## src/rtl/spike_encoder_if.sv

```systemverilog
// rtl/spike_encoder_if.sv - value-vector handshake between a producer and spike_encoder
interface spike_encoder_if #(
    parameter int NUM_CH = 2,
    parameter int VW     = 5
);
    logic                 in_valid;
    logic                 in_ready;
    logic [NUM_CH*VW-1:0] in_value;

    modport master (output in_valid, output in_value, input in_ready);
    modport slave  (input in_valid, input in_value, output in_ready);
endinterface

```

## src/rtl/spike_encoder.sv

```systemverilog
// rtl/spike_encoder.sv - binary-to-race-logic spike encoder with gamma-cycle set pulse
// Optional macro SPIKE_ENC_EDGE_CODE_EN selects held rising-edge code instead of pulse code.
module spike_encoder #(
    parameter int GAMMA_CYCLE_WIDTH = 16,
    parameter int PULSE_WIDTH       = 8,
    parameter int NUM_CH            = 2,
    localparam int VW = $clog2(GAMMA_CYCLE_WIDTH) + 1,
    localparam int PW = $clog2(GAMMA_CYCLE_WIDTH)
) (
    input  logic              aclk,
    input  logic              grst_n,
    spike_encoder_if.slave    in_if,
    output logic              set_o,
    output logic [NUM_CH-1:0] spike_o,
    output logic [PW-1:0]     phase_o
);
    localparam logic [VW-1:0]        INF     = VW'(GAMMA_CYCLE_WIDTH);
    localparam logic [PW-1:0]        PH_LAST = PW'(GAMMA_CYCLE_WIDTH - 1);
    localparam logic [NUM_CH*VW-1:0] ALL_INF = {NUM_CH{INF}};

    logic [PW-1:0]        ph;
    logic [NUM_CH*VW-1:0] active;
    logic [NUM_CH*VW-1:0] pending;
    logic                 pend_v;
    logic                 run;
    logic                 accept;
    logic                 boundary;
    logic [VW-1:0]        ph_ext;

    // run holds phase at 0 for one cycle after release so phase 0 is visible with set_o
    assign in_if.in_ready = run && !pend_v;
    assign accept         = in_if.in_valid && in_if.in_ready;
    assign boundary       = (ph == PH_LAST);
    assign ph_ext         = VW'(ph);

    always_ff @(posedge aclk) begin
        if (!grst_n) begin
            ph     <= '0;
            active <= ALL_INF;
            pend_v <= 1'b0;
            run    <= 1'b0;
        end else if (!run) begin
            run <= 1'b1;
        end else begin
            ph <= boundary ? '0 : ph + 1'b1;
            if (boundary) begin
                if (pend_v) begin
                    active <= pending;
                    pend_v <= 1'b0;
                end else if (accept) begin
                    active <= in_if.in_value;
                end else begin
                    active <= ALL_INF;
                end
            end else if (accept) begin
                pending <= in_if.in_value;
                pend_v  <= 1'b1;
            end
        end
    end

    assign set_o   = run && (ph == '0);
    assign phase_o = ph;

    for (genvar i = 0; i < NUM_CH; i++) begin : g_ch
        logic [VW-1:0] val;
        logic          reached;
        assign val     = active[i*VW +: VW];
        assign reached = (ph_ext >= val);
`ifdef SPIKE_ENC_EDGE_CODE_EN
        assign spike_o[i] = run && reached;
`else
        // difference only evaluated once reached is true, so it cannot wrap
        assign spike_o[i] = run && reached && ((ph_ext - val) < VW'(PULSE_WIDTH));
`endif
    end
endmodule

```

## src/flat_wrapper.sv

```systemverilog
// flat-port wrapper written by rule: the top's interface ports become plain ports
module spike_encoder_flat 
#(
    parameter int GAMMA_CYCLE_WIDTH = 16,
    parameter int PULSE_WIDTH       = 8,
    parameter int NUM_CH            = 2,
    localparam int VW = $clog2(GAMMA_CYCLE_WIDTH) + 1,
    localparam int PW = $clog2(GAMMA_CYCLE_WIDTH)
)
  (aclk, grst_n, set_o, spike_o, phase_o, in_if_in_valid, in_if_in_value, in_if_in_ready);
  spike_encoder_if #(.NUM_CH(NUM_CH), .VW((5))) in_if_i ();
  input  logic aclk;
  input  logic grst_n;
  output logic set_o;
  output logic [NUM_CH-1:0] spike_o;
  output logic [PW-1:0] phase_o;
  input wire logic [$bits(in_if_i.in_valid)-1:0] in_if_in_valid;
  input wire logic [$bits(in_if_i.in_value)-1:0] in_if_in_value;
  output wire logic [$bits(in_if_i.in_ready)-1:0] in_if_in_ready;
  assign in_if_i.in_valid = in_if_in_valid;
  assign in_if_i.in_value = in_if_in_value;
  assign in_if_in_ready = in_if_i.in_ready;
  spike_encoder #(.GAMMA_CYCLE_WIDTH(GAMMA_CYCLE_WIDTH), .PULSE_WIDTH(PULSE_WIDTH), .NUM_CH(NUM_CH)) u_core (.aclk(aclk), .grst_n(grst_n), .in_if(in_if_i), .set_o(set_o), .spike_o(spike_o), .phase_o(phase_o));
endmodule
```

## config.mk

```make
export PLATFORM = sky130hd
export DESIGN_NAME = spike_encoder_flat
export DESIGN_NICKNAME = d
export VERILOG_FILES = /design/src/rtl/spike_encoder_if.sv /design/src/rtl/spike_encoder.sv /design/src/flat_wrapper.sv
export SDC_FILE = /design/constraint.sdc
export NUM_CORES = 1
export LEC_CHECK = 0
export ABC_AREA = 0
export CAP_MARGIN = 20
export CORE_ASPECT_RATIO = 1.1
export CORE_MARGIN = 5
export CORE_UTILIZATION = 30
export CTS_BUF_LIST = sky130_fd_sc_hd__clkbuf_8
export CTS_CLUSTER_DIAMETER = 100
export DETAILED_ROUTE_END_ITERATION = 16
export PLACE_DENSITY_LB_ADDON = 0.08
export SLEW_MARGIN = 0
export SYNTH_ARGS = -nofsm -noshare
export SYNTH_HDL_FRONTEND = slang
export SYNTH_SLANG_ARGS = --single-unit
```

## constraint.sdc

```tcl
create_clock -name aclk -period 1.7 [get_ports aclk]
set_input_delay 0.17 -clock aclk [delete_from_list [all_inputs] [get_ports aclk]]
set_output_delay 0.17 -clock aclk [all_outputs]
set_load 0.005 [all_outputs]
```

Word level (Yosys, flattened, before mapping)
Cells that the tools add are included.

storage, ports and cells
  memories kept = 0
  bits in read-only memories = 0
  RAM bits = 0
  bits in latches = 0
  register bits = 26
  logic and storage cells = 33

operators by class
  muxes and demuxes = 6
  multipliers = 0
  $add $sub $neg = 3
  shift operators = 0
  reductions and logical operators = 13
  bitwise logic cells = 1
  eq/ne operators = 1
  divide/modulo/power cells = 0
  $lt $le $gt $ge = 4

operators with widths
  operator               number
  $mux W10               2
  $ge A4 B5 Y1           2
  $lt A5 B4 Y1 const B   2
  $sub A4 B5 Y5          2
  $logic_and A1 B1 Y1    7
  $add A4 B1 Y4 const B  1
  $eq A4 B4 Y1 const B   1
  $logic_not A4 Y1       1
  $mux W4                1
  $reduce_and A2 Y1      2
  $reduce_and A4 Y1      1
  $mux W1                3
  $reduce_bool A2 Y1     1
  $logic_not A1 Y1       1
  $not A1 Y1             1

Logic depth before layout (Yosys ltp)
  word-level depth = 5
  mapped depth = 5

Least setup slack after synthesis
No wires, ideal clock.

  path kind = register -> register
  start point = reg u_core.run
  end point = reg u_core.pending[0] (enable)
  period minus slack after synthesis = 1.441 ns
  arrival time = 1.098 ns
  setup slack = 0.259 ns
  library setup time = 0.343 ns
  buffers on the path = 1
  stages on the path, launching flop included = 4
  required time = 1.357 ns
  cell sequence = dfxtp_1 and3b_1 buf_6 and3_1

between the ends
  word-level cells in the longest chain between the ends = 3

ends and longest elaborated chain
  what                             line                 text
  from (decl)                      spike_encoder.sv:25  logic run;
  from (signal assigned)           spike_encoder.sv:41  run <= 1'b0;
  from (signal assigned)           spike_encoder.sv:43  run <= 1'b1;
  $logic_and A1 B1 Y1              spike_encoder.sv:31  assign in_if.in_ready = run && !pend_v;
  $logic_and A1 B1 Y1              spike_encoder.sv:32  assign accept = in_if.in_valid && in_if.in_ready;
  $reduce_and A4 Y1 (no line) (*)  --
  to (signal assigned)             spike_encoder.sv:56  pending <= in_if.in_value;
  to (decl)                        spike_encoder.sv:23  logic [NUM_CH*VW-1:0] pending;

Mark *: on every way between the ends. The rest lies on a longest branch, timed or not.
A chain may end at the register's enable or synchronous reset.

Worst setup path in the final report
  start point = reg u_core.ph[1] (netlist: u_core.phase_o[1])
  end point = out spike_o[0]

between the ends
  word-level cells in the longest chain between the ends = 3

ends and longest elaborated chain
  what                                                        line                                      text
  from (decl)                                                 spike_encoder.sv:21                       logic [PW-1:0] ph;
  from (signal assigned)                                      spike_encoder.sv:45                       ph <= boundary ? '0 : ph + 1'b1;
  $sub A4 B5 Y5 / $ge A4 B5 Y1 (equally long branches)        spike_encoder.sv:74, spike_encoder.sv:69
  $lt A5 B4 Y1 / $logic_and A1 B1 Y1 (equally long branches)  spike_encoder.sv:74                       assign spike_o[i] = run && reached && ((ph_ext - val) < VW'(PULSE_WIDTH));
  $logic_and A1 B1 Y1 (*)                                     spike_encoder.sv:74
  to (decl)                                                   flat_wrapper.sv:15                        output logic [NUM_CH-1:0] spike_o;

Marks and branches as above.

==> metrics.yaml <==
sta:
  hold_viol: 0
  drv_slew: 0
  skew_ns: 0.005614
  finalCritPeriodShare: 0.9813
  period_minus_slack_ns: 1.668
  relSlewSlack: 0.7894
  setup_viol: 0
  worst_pin_slew_ns: 0.3159
  tns_ns: 0
  rsz0062_at_grt: "true"
  max_freq_ghz: 0.5995
clock_network:
  clk_pin_slew_ns: 0.09
  cts_buffer_depth: 2
  numCtsBuffers: 3
  cts_tree: "built"
  htree_num_levels: 1
  cts_sinks: 26
  root_buffer: "clkbuf_8"
  cts_hold_buf: 0
  clock_latency_ns: 0.26
place:
  place_area_um2: 1622
  portBuffers: 20
  gp_congestion: 0.7422
  hpwl_mm: 2.219
  dp.cells: 196
critical_path:
  cp_num_buf_inv: 1
  critPathTopFamily: "flip-flops"
  timing.rr.end: "u_core.active[9]$_SDFFE_PN1P_"
  critical_path_required_ns: 1.53
  worst_path_max_delay_cell: "dfxtp_4"
  r2r_slack_ns: 0.20
  crit_chain: "ha_1 -> nand3b_1 -> and4b_1 -> o211a_1 -> buf_2"
  start_kind: "flop"
  cp.arrival_ns: 1.50
  r2r_start: "u_core.phase_o[1]$_SDFFE_PN0P_"
  max_stage_delay_ns: 0.37
  crit_path_max_fanout: 3
  endpoint_kind: "output pin"
  rr_worst_depth: 5
  critPathKind: "reg2out"
route:
  wl_per_cell_um: 14.87
  antenna_left: 0
  route.vias.total: 958
  drt_iter0_drc: 42
  firstDrtPassIters: 4
  drc: 0
  routed_via_density: 4.766
  drt-total-wl_mm: 2.988
final_layout:
  area_delta_synth_final_pct: 32.69
  fill_cells: 433
  drive_gt1_frac: 0.3061
  fin_util: 0.4047
  finish.instance_area_um2: 1722
  instances_no_fill: 201
  antenna_cells: 0
  nets: 171
global_routing:
  grt.overflow.total: 0
  grt_max_degree: 16
  track_usage: 0.1156
  grt_pass1_vias: 1012
  grt_pass1_wl_mm: 5.071
  antenna_found_initial: 0
pwr:
  ir_worst_vdd_mv: 0.2643
  leakage_uw: 0.0007185
  total_power_uw: 1170
  power_density_nw_per_um2: 679.6
synthesis:
  yosys_warnings: 0
  syn_nets: 138
  syn_area_um2: 1297
  synth_cell_types: 31
  syn_avg_cell_area_um2: 11.28
  yosysSeqAreaShare: 0.4783
  syn_inst: 115
  synth-seq-cells: 26
run_status:
  status: "completed"
hold_path:
  hold_depth: 1
  whs_endpoint: "u_core.pending[4]$_DFFE_PP_"
  min_from: "in_if_in_value[4]"
  min_path_type: "in2reg"
die:
  dieArea_um2: 5742
  num_rows: 25
  ioPinCount: 21
  start_util: 0.3050
  chipHeight_um: 78.98
  fp.dieW_um: 72.71
  fp.coreArea_um2: 4254
flow_run:
  cap_violations: 0
worst max-delay path by stage:
stage | from | endpoint | slack, ns | cells past startpoint
finish | u_core.phase_o[1]$_SDFFE_PN0P_ | spike_o[0] | 0.03 | 5
detailed placement | u_core.active[7]$_SDFFE_PN0P_ | spike_o[1] | -0.14 | 6
CTS | u_core.active[7]$_SDFFE_PN0P_ | spike_o[1] | -0.04 | 6
global placement | u_core.active[7]$_SDFFE_PN0P_ | spike_o[1] | -0.14 | 6
floorplan | u_core.run$_DFF_P_ | u_core.pending[0]$_DFFE_PP_ | 0.26 | 3
global route | u_core.phase_o[1]$_SDFFE_PN0P_ | spike_o[0] | -0.04 | 5
registers in the layout (all words and copies together) (netlist names):
signal and flops:
u_core.active 10, u_core.pend_v 1, u_core.pending 10, u_core.run 1, u_core.phase_o 4
power breakdown:
group          internal (uW)  switching (uW)  leakage (uW)
clock network            162             189     0.0000231
logic                   81.0            67.6      0.000470
registers                661            10.4      0.000225
total                    903             267      0.000718
per-layer routing:
metal	wire [um]	up-vias	part of all wire	global-route usage
met1	1398	461	0.47	0.1464
met4	19	0	0.0064	0.03875
met5	0	-	0	0
met3	76	2	0.025	0.02278
li1	-	482	-	-
met2	1493	13	0.50	0.1940
worst register-to-register path, delay by kind of cell (launching register included):
family | cells | cell delay, ns
simple gates | 2 | 0.53
flops | 1 | 0.38
fa+ha+maj | 1 | 0.22
compound gates | 1 | 0.20
buf+inv | 1 | 0.11
cells in the final DEF (no fill, tap or decap), types with 3 or more instances in the layout:
cell	n
nand3_1	4
buf_4	11
a221oi_2	8
clkdlybuf4s50_1	17
inv_1	8
dfxtp_1	8
clkbuf_8	3
nand3b_1	3
nand2_1	5
o21ai_0	8
edfxtp_1	10
dfxtp_2	7
nor2_1	10
ha_1	7
cells by family after synthesis:
family | after synthesis | share of synthesized area
simple gates | 34 | 0.1543
flops | 26 | 0.4783
compound gates | 25 | 0.1716
buf+inv | 16 | 0.07039
fa+ha+maj | 10 | 0.09643
xor+xnor | 2 | 0.01350
mux | 2 | 0.01543
per-stage QoR:
stage / setup slack (ns) / hold WS [ns]
after floorplan: 0.2591 / 0.1977
after global placement: -0.1397 / 0.4618
after detailed placement: -0.1429 / 0.5050
after CTS: -0.04322 / 0.4907
after global routing: -0.04080 / 0.4918
final: 0.03186 / 0.4940
final cells by class:
cell class,instances,area (um2),share of cell area
Inverter,10,37.54,0.02180
Clock inverter,1,3.754,0.002180
Tap cell,54,67.56,0.03924
Clock buffer,3,41.29,0.02398
Multi-Input combinational cell,73,624.3,0.3626
Sequential cell,26,633.1,0.3677
Timing Repair Buffer,34,314.1,0.1824
synth_stat cells:
| cell type | count | area (um2) |
|---|---|---|
| buf_2 | 1 | 5.000 |
| nand4_2 | 1 | 12.51 |
| and4b_1 | 1 | 10.01 |
| clkbuf_1 | 1 | 3.750 |
| inv_1 | 10 | 37.54 |
| nand4_1 | 1 | 6.260 |
| ha_1 | 10 | 125.1 |
| a21oi_1 | 3 | 15.01 |
| o221ai_1 | 2 | 17.52 |
| nand2_1 | 5 | 18.77 |
| and3b_1 | 1 | 8.760 |
| edfxtp_1 | 10 | 300.3 |
| nor2_1 | 10 | 37.54 |
| mux2i_1 | 2 | 20.02 |
| xnor2_1 | 1 | 8.760 |
| and4_1 | 1 | 8.760 |
| and2_1 | 1 | 6.260 |
| a221oi_2 | 8 | 120.1 |
| nand3_1 | 4 | 20.02 |
| o211a_1 | 1 | 10.01 |
| dfxtp_1 | 16 | 320.3 |
| nand3b_1 | 3 | 22.52 |
| and3_1 | 1 | 6.260 |
| a21boi_0 | 2 | 15.01 |
| o21ai_0 | 9 | 45.04 |
| and4bb_2 | 1 | 12.51 |
| nand4bb_1 | 1 | 11.26 |
| xor2_1 | 1 | 8.760 |
| buf_6 | 4 | 45.04 |
| nand2b_1 | 1 | 6.260 |
| nor2b_1 | 2 | 12.51 |
repair_timing:
item	in CTS	in global routing
gates resized for setup	21	8
pin swaps	1	0
endpoints found under the setup margin	4	4
setup buffers	0	1
(Power assumes the default switching activity.)
